### src/rtl/uart_pkg.sv
// Shared UART definitions: FSM state encoding, clocks-per-bit derivation and frame constants.
// Used by both the transmitter and the receiver so the two agree on timing.
package uart_pkg;

    localparam int   UART_DATA_BITS  = 8;
    localparam logic UART_IDLE_LEVEL = 1'b1;

    typedef enum logic [2:0] {
        ST_IDLE   = 3'd0,
        ST_START  = 3'd1,
        ST_DATA   = 3'd2,
        ST_PARITY = 3'd3,
        ST_STOP   = 3'd4
    } uart_state_t;

    // Clocks per line bit; integer division, valid range 2..65535.
    function automatic int unsigned clks_per_bit(input int unsigned clk_freq,
                                                 input int unsigned baud);
        return clk_freq / baud;
    endfunction

    // Even parity over one data byte: 1 when the byte holds an odd number of ones.
    function automatic logic even_parity(input logic [7:0] data);
        return ^data;
    endfunction

endpackage

### src/rtl/uart_baud_cnt.sv
// 16-bit clocks-per-bit counter with enable and synchronous clear; bit_end
// pulses for one clock on the last count of each bit period.
module uart_baud_cnt #(
    parameter int unsigned DIVIDOR = 5
) (
    input  logic clk,
    input  logic rst_n,
    input  logic en,
    input  logic clr,
    output logic bit_end
);

    localparam logic [15:0] LAST_CNT = 16'(DIVIDOR - 32'd1);

    logic [15:0] cnt_r;

    // Count 0..DIVIDOR-1 while enabled, wrapping back to zero.
    always_ff @(posedge clk or negedge rst_n) begin
        if (!rst_n) begin
            cnt_r <= 16'd0;
        end else if (clr) begin
            cnt_r <= 16'd0;
        end else if (en) begin
            if (cnt_r == LAST_CNT) begin
                cnt_r <= 16'd0;
            end else begin
                cnt_r <= cnt_r + 16'd1;
            end
        end else begin
            cnt_r <= cnt_r;
        end
    end

    assign bit_end = en && (cnt_r == LAST_CNT);

endmodule

### src/rtl/uart_tx.sv
// Byte-wide UART transmitter: start, 8 data bits LSB first, optional even parity, one stop bit.
// Define UART_TX_PARITY_EN to add the even-parity bit (frame grows from 10 to 11 bit times).
module uart_tx
    import uart_pkg::*;
#(
    parameter int CLK_FREQ = 48000,
    parameter int BAUD     = 9600
) (
    input  logic       clk,
    input  logic       rst_n,
    input  logic [7:0] tx_data,
    input  logic       tx_valid,
    output logic       tx_ready,
    output logic       txd,
    output logic       tx_busy
);

    localparam int unsigned BAUD_DIVIDOR = clks_per_bit(CLK_FREQ, BAUD);
    localparam logic [2:0]  LAST_BIT     = 3'(UART_DATA_BITS - 1);

    uart_state_t state_r, state_s;
    logic [7:0]  shift_r, shift_s;
    logic [2:0]  bit_cnt_r, bit_cnt_s;
    logic        txd_r, txd_s;
    logic        ready_r;
    logic        busy_r;
    logic        bit_end_s;
    logic        accept_s;
`ifdef UART_TX_PARITY_EN
    logic        parity_r;
`endif

    assign accept_s = tx_valid && ready_r;

    uart_baud_cnt #(
        .DIVIDOR (BAUD_DIVIDOR)
    ) u_baud_cnt (
        .clk     (clk),
        .rst_n   (rst_n),
        .en      (state_r != ST_IDLE),
        .clr     (state_r == ST_IDLE),
        .bit_end (bit_end_s)
    );

    // Next-state, shift register and line level; txd is derived from the next
    // state so the registered line already shows the start bit at acceptance.
    always_comb begin
        state_s   = state_r;
        shift_s   = shift_r;
        bit_cnt_s = bit_cnt_r;
        txd_s     = UART_IDLE_LEVEL;

        case (state_r)
            ST_IDLE: begin
                if (accept_s) begin
                    state_s   = ST_START;
                    shift_s   = tx_data;
                    bit_cnt_s = 3'd0;
                end else begin
                    state_s   = ST_IDLE;
                end
            end
            ST_START: begin
                if (bit_end_s) begin
                    state_s = ST_DATA;
                end else begin
                    state_s = ST_START;
                end
            end
            ST_DATA: begin
                if (bit_end_s) begin
                    shift_s   = {1'b0, shift_r[7:1]};
                    bit_cnt_s = bit_cnt_r + 3'd1;
                    if (bit_cnt_r == LAST_BIT) begin
`ifdef UART_TX_PARITY_EN
                        state_s = ST_PARITY;
`else
                        state_s = ST_STOP;
`endif
                    end else begin
                        state_s = ST_DATA;
                    end
                end else begin
                    state_s = ST_DATA;
                end
            end
`ifdef UART_TX_PARITY_EN
            ST_PARITY: begin
                if (bit_end_s) begin
                    state_s = ST_STOP;
                end else begin
                    state_s = ST_PARITY;
                end
            end
`endif
            ST_STOP: begin
                if (bit_end_s) begin
                    state_s = ST_IDLE;
                end else begin
                    state_s = ST_STOP;
                end
            end
            default: begin
                state_s = ST_IDLE;
            end
        endcase

        case (state_s)
            ST_IDLE:   txd_s = UART_IDLE_LEVEL;
            ST_START:  txd_s = 1'b0;
            ST_DATA:   txd_s = shift_s[0];
`ifdef UART_TX_PARITY_EN
            ST_PARITY: txd_s = parity_r;
`endif
            ST_STOP:   txd_s = 1'b1;
            default:   txd_s = UART_IDLE_LEVEL;
        endcase
    end

    // State, datapath and registered outputs.
    always_ff @(posedge clk or negedge rst_n) begin
        if (!rst_n) begin
            state_r   <= ST_IDLE;
            shift_r   <= 8'h00;
            bit_cnt_r <= 3'd0;
            txd_r     <= UART_IDLE_LEVEL;
            ready_r   <= 1'b1;
            busy_r    <= 1'b0;
        end else begin
            state_r   <= state_s;
            shift_r   <= shift_s;
            bit_cnt_r <= bit_cnt_s;
            txd_r     <= txd_s;
            ready_r   <= (state_s == ST_IDLE);
            busy_r    <= (state_s != ST_IDLE);
        end
    end

`ifdef UART_TX_PARITY_EN
    // Parity is taken from the byte at acceptance, since shifting destroys it.
    always_ff @(posedge clk or negedge rst_n) begin
        if (!rst_n) begin
            parity_r <= 1'b0;
        end else if (accept_s) begin
            parity_r <= even_parity(tx_data);
        end else begin
            parity_r <= parity_r;
        end
    end
`endif

    assign txd      = txd_r;
    assign tx_ready = ready_r;
    assign tx_busy  = busy_r;

endmodule

### config.mk
export PLATFORM = sky130hd
export DESIGN_NAME = uart_tx
export DESIGN_NICKNAME = d
export VERILOG_FILES = /design/src/rtl/uart_pkg.sv /design/src/rtl/uart_baud_cnt.sv /design/src/rtl/uart_tx.sv
export SDC_FILE = /design/constraint.sdc
export NUM_CORES = 1
export LEC_CHECK = 0
export CELL_PAD_IN_SITES_DETAIL_PLACEMENT = 1
export CELL_PAD_IN_SITES_GLOBAL_PLACEMENT = 2
export CORE_MARGIN = 4
export CORE_UTILIZATION = 30
export DETAILED_ROUTE_END_ITERATION = 6
export PLACE_DENSITY_LB_ADDON = 0.12
export SLEW_MARGIN = 40
export SYNTH_ARGS = -nofsm -noshare
export SYNTH_HDL_FRONTEND = slang
export SYNTH_SLANG_ARGS = --single-unit
export TNS_END_PERCENT = 30
### constraint.sdc
create_clock -name clk -period 1.5 [get_ports clk]
set_input_delay 0.3 -clock clk [delete_from_list [all_inputs] [get_ports clk]]
set_output_delay 0.3 -clock clk [all_outputs]
set_load 0.01 [all_outputs]
==> results of run 1 <==
[path summary, 6_finish.rpt]
check / end
hold / removal: u_baud_cnt.cnt_r[14]
setup / recovery: shift_r[0]
hold reg to reg: shift_r[1]
max in group asynchronous: tx_ready
min in group clk: shift_r[1]
setup reg to reg: shift_r[0]
[routing by layer]
layer	track usage [%]	share of wire (%)	routed length, um
met2	22.1	47	1880
met4	3.99	1.3	50
met3	4.39	5.2	206
met5	0	0	0
met1	18.0	46	1840
[cell type report]
type / instances / area [sq um] / share of cell area, %
clock buffer: 5 / 68.8 / 2.98
clock inverter: 3 / 65.1 / 2.81
inverter: 4 / 15.0 / 0.649
multi-input combinational: 122 / 831 / 35.9
sequential: 33 / 828 / 35.8
tap: 70 / 87.6 / 3.79
timing repair buffer: 48 / 417 / 18.0
[worst max-delay path: stages (launching register included)]
cell and delay, ns:
dfrtp_1 0.40, inv_2 0.08, ha_4 0.12, nor4bb_4 0.19, and4_4 0.26, buf_6 0.13
nor2_4 0.04, nor4_4 0.30, inv_1 0.06
[placed cells by master, fill, tap and decap left out, drive strengths merged, types with 4 or more instances in the layout]
master	netlist	routed
and2	4	5
nand4	4	4
dfrtp	31	31
and3	4	4
nand3	4	4
nand2	31	31
a21oi	5	5
buf	5	35
inv	4	4
clkdlybuf4s50	0	11
nor4	4	4
ha	4	4
o21ai	7	7
clkbuf	0	5
nor2	20	20
xor2	9	9
a22oi	6	6
[cells by family (layout without fill, tap and decap cells)]
family	after synthesis	after routing	share of synthesized area, %
adder cells (fa/ha/maj)	4	4	3.08
flip-flops	33	33	50.9
AND/OR/NAND/NOR	83	84	26.7
AO/OA/AOI/OAI	21	21	8.15
XOR/XNOR	12	12	6.46
multiplexers	1	1	0.692
buffers and inverters	9	60	4.00
[timing repair]
item | 4_1_cts | 5_1_grt
gates cloned | 0 | 2
buffers inserted | 4 | 0
gates resized for setup | 13 | 5
setup endpoints to repair | 35 | 33
pin swaps | 6 | 2
[power by group through the flow]
stage / Sequential, uW / Combinational, uW / Clock [uW]
after floorplan: 1270 / 730 / 0
after global placement: 1280 / 1100 / 0
after detailed placement: 1300 / 1150 / 0
after CTS: 1290 / 1260 / 1030
after global routing: 1320 / 1430 / 1060
final: 1290 / 1280 / 1010
[metrics by stage]
step | setup WS (ns) | util [%] | hold WS [ns] | instances
2_1_floorplan | -0.0805 | - | 0.00441 | 163
3_3_place_gp | -0.178 | 39.9 | 0.458 | 271
3_5_place_dp | -0.311 | 39.9 | 0.466 | 271
4_1_cts | -0.258 | 44.0 | 0.386 | 283
5_1_grt | -0.311 | 44.7 | 0.396 | 285
6_report | -0.202 | 44.7 | 0.382 | 285
[flip-flops by register name, summed over array words and instances (netlist names)]
name              flops
state_r               3
tx_ready              1
shift_r               8
tx_busy               1
bit_cnt_r             3
u_baud_cnt.cnt_r     16
txd                   1
==> run summary, run 1 <==
IO Port Bufs: 13
Mapped Cells: 163
F_max: 0.587 GHz
R2R Path Start: u_baud_cnt.cnt_r[1]
Hold Fails Final Rpt: 0
DRC marker count from the first detailed-route iteration: 56
Clock sink count: 33
DRC: 0
First-pass GRT wire length: 7000 um
# setup viols final: 33
Avg Vias per Cell: 4.75
Share of the yosys chip area belonging to registers: 50.9%
Type of the worst min-delay path: input port to async pin
Synth cell count leaders: dfrtp_1 (31), nand2_1 (31), nor2_1 (19)
RSZ-0062 raised after global routing: true
Switching pwr: 1160 uW
Mapped Nets: 178
# IOs: 14
CP endpoint kind: flop
DR vias: 1,353
Routed wire per std cell: 14.0 um
Crit path kind: flop to flop
Pwr Density: 1550 nW/um^2
Largest net degree at the start of global routing: 34
Seq pwr share: 36.0%
GRT Total Usage: 13.9%
LEAKAGE: 0.00108 uW
GP Congestion: 0.736
Synth-to-Final Area Change: 42.2%
Final HPWL DP: 2800 um
Largest area contributor in the synthesized netlist: dfrtp_1
Max cap viols: 0
Final min period: 1.70 ns
Crit-path max FO: 5
Final max-slew violation count: 0
CP Launch Point: u_baud_cnt.cnt_r[1]
FF-to-FF path depth: 8
DRT Pass-1 Iters: 4
Critical Path Start Type: flop
Synth top area share: 47.7%
Violated checks: setup timing
Routed Antenna Nets: 0
Fin area: 2310 sq um
Synthesized flop and latch total: 33
Top_reg_cell synth: dfrtp_1
EDFF count, synth: 0
Synth unique cells: 39
Chip height: 81.6 um
CTS tree: yes
Post-DP Area: 2060 sq um
Clock transition at path regs: 0.08 ns
Cell internal pwr: 2420 uW
Period utilisation layout: 113%
Status: complete, but fails checks
Diodes inserted: 0
H-tree levels: 2
TNS Setup: -4.56 ns
VDD IR max: 0.599 mV
Core box area: 5170 sq um
Sw Ratio: 32.3%
Relative slew slack: 72.5%
Worst Skew: 0.00827 ns
Die width: 81.6 um
Final setup margin: -0.202 ns
Hold buffers post-CTS: 0
Synth Warn #: 0
GR Overflow Total: 0
Share of layout cells above drive strength 1: 32.6%
Initial antenna violation count: 0
Number of global-route vias before repair: 1,462
Area of the mapped netlist: 1630 sq um
Crit path arrival time: 1.87 ns
Post-synth ARST share: 100%
R2R Setup Slk: -0.20 ns
Std cell rows: 26
Clock Tree Buf Depth: 2
Total power: 3580 uW
FILL cells: 568
Clk network pwr share: 28.2%
CP required: 1.67 ns
Slew at the pin closest to its max-slew limit: 0.411 ns
Final WL: 3980 um
Clock latency on the worst-skew pair: 0.29 ns
# nets final: 229
Combinational share of power: 35.8%
Root Driver: clkbuf_8
Initial core utilization: 31.4%
Die area: 6660 sq um
Num CTS Buffers: 5
Synth top area cells: dfrtp_1 (48%), nand2_1 (7.2%), xor2_1 (4.8%), nor2_1 (4.4%), dfstp_2 (3.2%)
Syn avg cell area: 9.98 sq um
Note: power is estimated with default switching activity, not from simulation.
==> run 2, diff against run 1 <==
Settings changed: CELL_PAD_IN_SITES_DETAIL_PLACEMENT 1 to 0, CELL_PAD_IN_SITES_GLOBAL_PLACEMENT 2 to 1, CORE_UTILIZATION 30 to 34.
==> run 2 against run 1 <==
Against the previous run:
- the flow still finishes with violations (setup timing)
- clock power is 32% lower
- cell count shrank 6.7%
- largest cell class unchanged
- critical path depth is the same
==> run summary, run 2 (same netlist as run 1, synthesis figures left out) <==
GR Overflow Total: 0 (unchanged)
CTS tree: yes
Final min period: 1.65 ns (-0.0533 ns)
Total power: 3250 uW (-9.1%)
First-pass GRT wire length: 5710 um (-19%)
Final WL: 3260 um (-18%)
GP Congestion: 0.751 (+2.0%)
# setup viols final: 32 (-3.0%)
Most flops, register: u_baud_cnt.cnt_r
Combinational share of power: 40.4% (+4.6 points)
Largest regs: u_baud_cnt.cnt_r: 16 flops, shift_r: 8 flops
GRT Total Usage: 12.0% (-1.8 points)
TNS Setup: -3.04 ns (+1.52 ns)
# nets final: 228 (-0.44%)
LEAKAGE: 0.00105 uW (-2.8%)
Hold buffers post-CTS: 0 (unchanged)
Routed wire per std cell: 12.2 um (-12%)
Clock transition at path regs: 0.07 ns (about the same)
Pwr Density: 1450 nW/um^2 (-6.6%)
Status: complete, but fails checks
Largest net degree at the start of global routing: 34 (unchanged)
Sw Ratio: 33.6% (+1.2 points)
Crit path kind: flop to flop
VDD IR max: 0.767 mV (+28%)
DRC: 0 (unchanged)
# IOs: 14 (unchanged)
Clock sink count: 33 (unchanged)
Root Driver: clkbuf_8
Number of global-route vias before repair: 1,263 (-14%)
Max cap viols: 0 (unchanged)
Share of layout cells above drive strength 1: 31.8% (-0.78 points)
Initial antenna violation count: 0 (unchanged)
Cell internal pwr: 2160 uW (-11%)
FILL cells: 434 (-24%)
Crit path arrival time: 1.82 ns (-0.05 ns)
Placed insts: 253 (-6.6%)
Clk network pwr share: 21.1% (-7.1 points)
Commonest non-fill, non-tap cell in the layout: dfrtp_1
Relative slew slack: 73.3% (+0.79 points)
DR vias: 1,284 (-5.1%)
Initial core utilization: 36.1% (+4.7 points)
Final max-slew violation count: 0 (unchanged)
Final HPWL DP: 2230 um (-21%)
Switching pwr: 1090 uW (-5.6%)
Diodes inserted: 0 (unchanged)
Final setup margin: -0.149 ns (+0.0533 ns)
Num CTS Buffers: 5 (unchanged)
Std cell rows: 24 (-7.7%)
IO Port Bufs: 13 (unchanged)
Crit-path max FO: 5 (unchanged)
Seq pwr share: 38.6% (+2.6 points)
F_max: 0.606 GHz (+3.2%)
Synth-to-Final Area Change: 38.4%
CP endpoint kind: flop
Type of the worst min-delay path: input port to async pin
Routed Antenna Nets: 0 (unchanged)
Period utilisation layout: 110% (-3.6 points)
Avg Vias per Cell: 4.83 (+1.7%)
Most frequent cells in the layout: dfrtp_1 (31), nand2_1 (30), buf_4 (30), nor2_1 (18), clkdlybuf4s50_1 (11)
Critical Path Start Type: flop
DRT Pass-1 Iters: 4 (unchanged)
Die width: 77.2 um (-5.5%)
H-tree levels: 2 (unchanged)
Core box area: 4500 sq um (-13%)
Slew at the pin closest to its max-slew limit: 0.399 ns (-0.0118 ns)
Cell Count, Final, Fillers Out: 266 (-6.7%)
CP required: 1.67 ns (about the same)
Max reg flops: 16 (unchanged)
Post-place setup slack: -0.230 ns (+0.0810 ns)
RSZ-0062 raised after global routing: true
Chip height: 77.2 um (-5.5%)
Violated checks: setup timing
R2R Setup Slk: -0.15 ns (+0.05 ns)
Worst Skew: 0.00669 ns (-0.00158 ns)
DRC marker count from the first detailed-route iteration: 30 (-46%)
Hold Fails Final Rpt: 0 (unchanged)
Clock latency on the worst-skew pair: 0.28 ns (about the same)
Clock Tree Buf Depth: 2 (unchanged)
Die area: 5950 sq um (-11%)
==> run 2: final cells by class <==
class,count,area (sq um),area share (%)
Multi-Input combinational cell,122,837,37.2
Inverter,4,15.0,0.667
Sequential cell,33,828,36.8
Timing Repair Buffer,47,415,18.5
Tap cell,52,65.1,2.89
Clock buffer,8,90.1,4.00
==> run 2: worst paths after layout <==
path	from	end	depth (start not counted)
setup / recovery	u_baud_cnt.cnt_r[1]	shift_r[0]	8
hold / removal	rst_n	u_baud_cnt.cnt_r[13]	2
setup reg to reg	u_baud_cnt.cnt_r[1]	shift_r[0]	8
hold reg to reg	shift_r[2]	shift_r[2]	2
max in group asynchronous	rst_n	txd	2
min in group clk	shift_r[2]	shift_r[2]	2
==> run 2: critical path, cell delays in order, from the launching register on <==
cell and delay [ns]:
dfrtp_1 0.39, inv_2 0.09, ha_4 0.12, nor4bb_4 0.17, and4_4 0.25, buf_6 0.13, nor2_4 0.04, nor4_4 0.28
inv_1 0.07
==> run 2: power groups by stage <==
stage	Clock [uW]	Sequential, uW	Combinational, uW
4_1_cts	717	1250	1290
3_3_place_gp	0	1270	1120
2_1_floorplan	0	1270	730
6_report	686	1250	1310
5_1_grt	764	1290	1450
3_5_place_dp	0	1270	1140
==> run 2: layer usage <==
layer | track usage (%) | wire (um)
met1 | 16.1 | 1660
met5 | 0 | 0
met4 | 4.27 | 40
met2 | 17.9 | 1440
met3 | 4.22 | 112
==> run 2: metrics by stage <==
step	utilization, %	hold WS (ns)	area, sq um
global route	50.0	0.411	2250
floorplan	-	0.00441	1650
detailed placement	45.3	0.462	2040
global placement	45.3	0.458	2040
finish	50.0	0.391	2250
CTS	49.6	0.393	2230
==> run 2: repair_timing <==
action                                  4_1_cts  5_1_grt
pin swaps                                     8        4
cloned                                        1        1
endpoints found under the setup margin       34       33
gates resized for setup                      15        8
buffers inserted                              4        0
==> run 3, diff against run 2 <==
Settings changed: CORE_UTILIZATION 34 to 35.
==> run 3 against run 2 <==
Against the previous run:
- the run still ends with setup timing left
- largest cell class is now sequential cells
- register-to-register slack got worse by 0.02 ns
- routed wire length shrank 0.12%
- utilization rose by 0.14 points
- sequential share of layout area grew 0.65 points
- setup slack got worse by 0.022 ns
- non-clock buffer count down 2
- hold slack improved by 0.0011 ns
- via count grew 0.78%
- clock power shrank 1%
- critical path depth unchanged
- critical endpoint unchanged
- sequential cell count unchanged
==> run summary, run 3 (same netlist as run 1, synthesis figures left out) <==
Core box area: 4410 sq um (-2.0%)
Die area: 5800 sq um (-2.6%)
First-pass GRT wire length: 5840 um (+2.4%)
CP required: 1.66 ns (about the same)
Final min period: 1.67 ns (+0.0224 ns)
Initial core utilization: 36.8% (+0.74 points)
Chip height: 76.2 um (-1.3%)
Max reg flops: 16 (unchanged)
IO Port Bufs: 13 (unchanged)
Largest net degree at the start of global routing: 34 (unchanged)
Relative slew slack: 76.5% (+3.2 points)
Most flops, register: u_baud_cnt.cnt_r
Commonest non-fill, non-tap cell in the layout: dfrtp_1
Synth-to-Final Area Change: 36.0%
Number of global-route vias before repair: 1,302 (+3.1%)
Avg Vias per Cell: 4.92 (+1.9%)
Std cell rows: 24 (unchanged)
Routed wire per std cell: 12.4 um (+1.0%)
GR Overflow Total: 0 (unchanged)
Seq pwr share: 40.0% (+1.4 points)
LEAKAGE: 0.00102 uW (-2.7%)
Routed Antenna Nets: 0 (unchanged)
DRC marker count from the first detailed-route iteration: 63 (+110%)
GRT Total Usage: 12.1% (+0.076 points)
VDD IR max: 0.644 mV (-16%)
RR Endpoint: shift_r[0]
Slew at the pin closest to its max-slew limit: 0.350 ns (-0.0494 ns)
Sw Ratio: 33.3% (-0.30 points)
Most frequent cells in the layout: dfrtp_1 (31), nand2_1 (30), buf_4 (27), nor2_1 (18), clkdlybuf4s50_1 (11)
Final WL: 3250 um (-0.12%)
Fin util: 50.1% (+0.14 points)
CP Launch Point: u_baud_cnt.cnt_r[0]
Crit path arrival time: 1.84 ns (+0.02 ns)
Critical Path Start Type: flop
Initial antenna violation count: 0 (unchanged)
Post-DP Area: 2040 sq um (unchanged)
Largest regs: u_baud_cnt.cnt_r: 16 flops, shift_r: 8 flops
FILL cells: 420 (-3.2%)
Pwr Density: 1450 nW/um^2 (+0.50%)
Period utilisation layout: 111% (+1.5 points)
Diodes inserted: 0 (unchanged)
Final max-slew violation count: 0 (unchanged)
Crit-path max FO: 4 (-1)
DRC: 0 (unchanged)
Die width: 76.2 um (-1.3%)
RSZ-0062 raised after global routing: true
# nets final: 225 (-1.3%)
Clk network pwr share: 21.1% (about the same)
Final HPWL DP: 2330 um (+4.7%)
Clock sink count: 33 (unchanged)
Num CTS Buffers: 5 (unchanged)
Clock Tree Buf Depth: 2 (unchanged)
Type of the worst min-delay path: input port to async pin
Share of layout cells above drive strength 1: 29.9% (-1.9 points)
H-tree levels: 2 (unchanged)
Final setup margin: -0.171 ns (-0.0224 ns)
Clock transition at path regs: 0.07 ns (about the same)
R2R Setup Slk: -0.17 ns (-0.02 ns)
# setup viols final: 32 (unchanged)
CP endpoint kind: flop
# IOs: 14 (unchanged)
Root Driver: clkbuf_8
CTS tree: yes
Status: complete, but fails checks
Worst Skew: 0.00708 ns (+0.000383 ns)
Clock latency on the worst-skew pair: 0.28 ns (about the same)
Crit path kind: flop to flop
GP Congestion: 0.750 (about the same)
DR vias: 1,294 (+0.78%)
FF-to-FF path depth: 8 (unchanged)
Cell internal pwr: 2140 uW (-0.79%)
Cell Count, Final, Fillers Out: 263 (-1.1%)
DRT Pass-1 Iters: 4 (unchanged)
Max cap viols: 0 (unchanged)
Violated checks: setup timing
Placed insts: 253 (unchanged)
F_max: 0.598 GHz (-1.3%)
Fin area: 2210 sq um (-1.7%)
R2R Path Start: u_baud_cnt.cnt_r[0]
Hold Fails Final Rpt: 0 (unchanged)
Switching pwr: 1070 uW (-2.1%)
Combinational share of power: 38.9% (-1.5 points)
## run 3: critical path, stage by stage, from the launching register on
cell      delay [ns]
dfrtp_1         0.36
inv_2           0.06
ha_4            0.15
nor4bb_4        0.14
and4_4          0.20
buf_2           0.14
and3_4          0.15
nor4_4          0.30
inv_1           0.06
## run 3: metrics by stage
| step | TNS, ns | total power (uW) | setup slack [ns] | hold slack (ns) |
|---|---|---|---|---|
| global placement | -2.96 | 2380 | -0.158 | 0.458 |
| finish | -3.23 | 3210 | -0.171 | 0.393 |
| detailed placement | -3.65 | 2410 | -0.184 | 0.462 |
| global route | -7.02 | 3470 | -0.293 | 0.406 |
| CTS | -3.88 | 3180 | -0.201 | 0.395 |
| floorplan | -1.37 | 2000 | -0.0805 | 0.00441 |
## run 3: power groups by stage
stage               Clock [uW]  Combinational [uW]  Sequential (uW)
finish                     678                1250             1280
global route               745                1410             1310
CTS                        700                1200             1280
detailed placement           0                1110             1290
global placement             0                1090             1280
floorplan                    0                 730             1270
## run 3: area by class of cell
cell class | instances | area [sq um] | share of cell area [%]
clock buffers | 8 | 90.1 | 4.07
inverters | 4 | 15.0 | 0.679
well taps | 52 | 65.1 | 2.94
flip-flops and latches | 33 | 828 | 37.4
repair buffers | 45 | 398 | 18.0
multi-input cells | 121 | 816 | 36.9
## run 3: timing repair
| action | in CTS | in global routing |
|---|---|---|
| setup buffers | 1 | 0 |
| cloned | 1 | 0 |
| pin swaps | 5 | 7 |
| endpoints found under the hold margin | 0 | 0 |
| endpoints found under the setup margin | 35 | 33 |
| resized for setup | 13 | 5 |
| hold buffers | 0 | 0 |
## run 3: routing by layer
metal	GRT usage (%)	vias up	wire, um
met3	3.55	4	129
met4	4.20	0	31
met5	0	-	0
met2	18.9	22	1540
li1	-	651	-
met1	16.0	617	1550
## run 3: worst max-delay path by stage
stage,cells after the start,to
6_report,8,shift_r[0]
3_3_place_gp,8,tx_ready
4_1_cts,8,tx_ready
2_1_floorplan,9,u_baud_cnt.cnt_r[0]
5_1_grt,8,shift_r[0]
3_5_place_dp,8,tx_ready
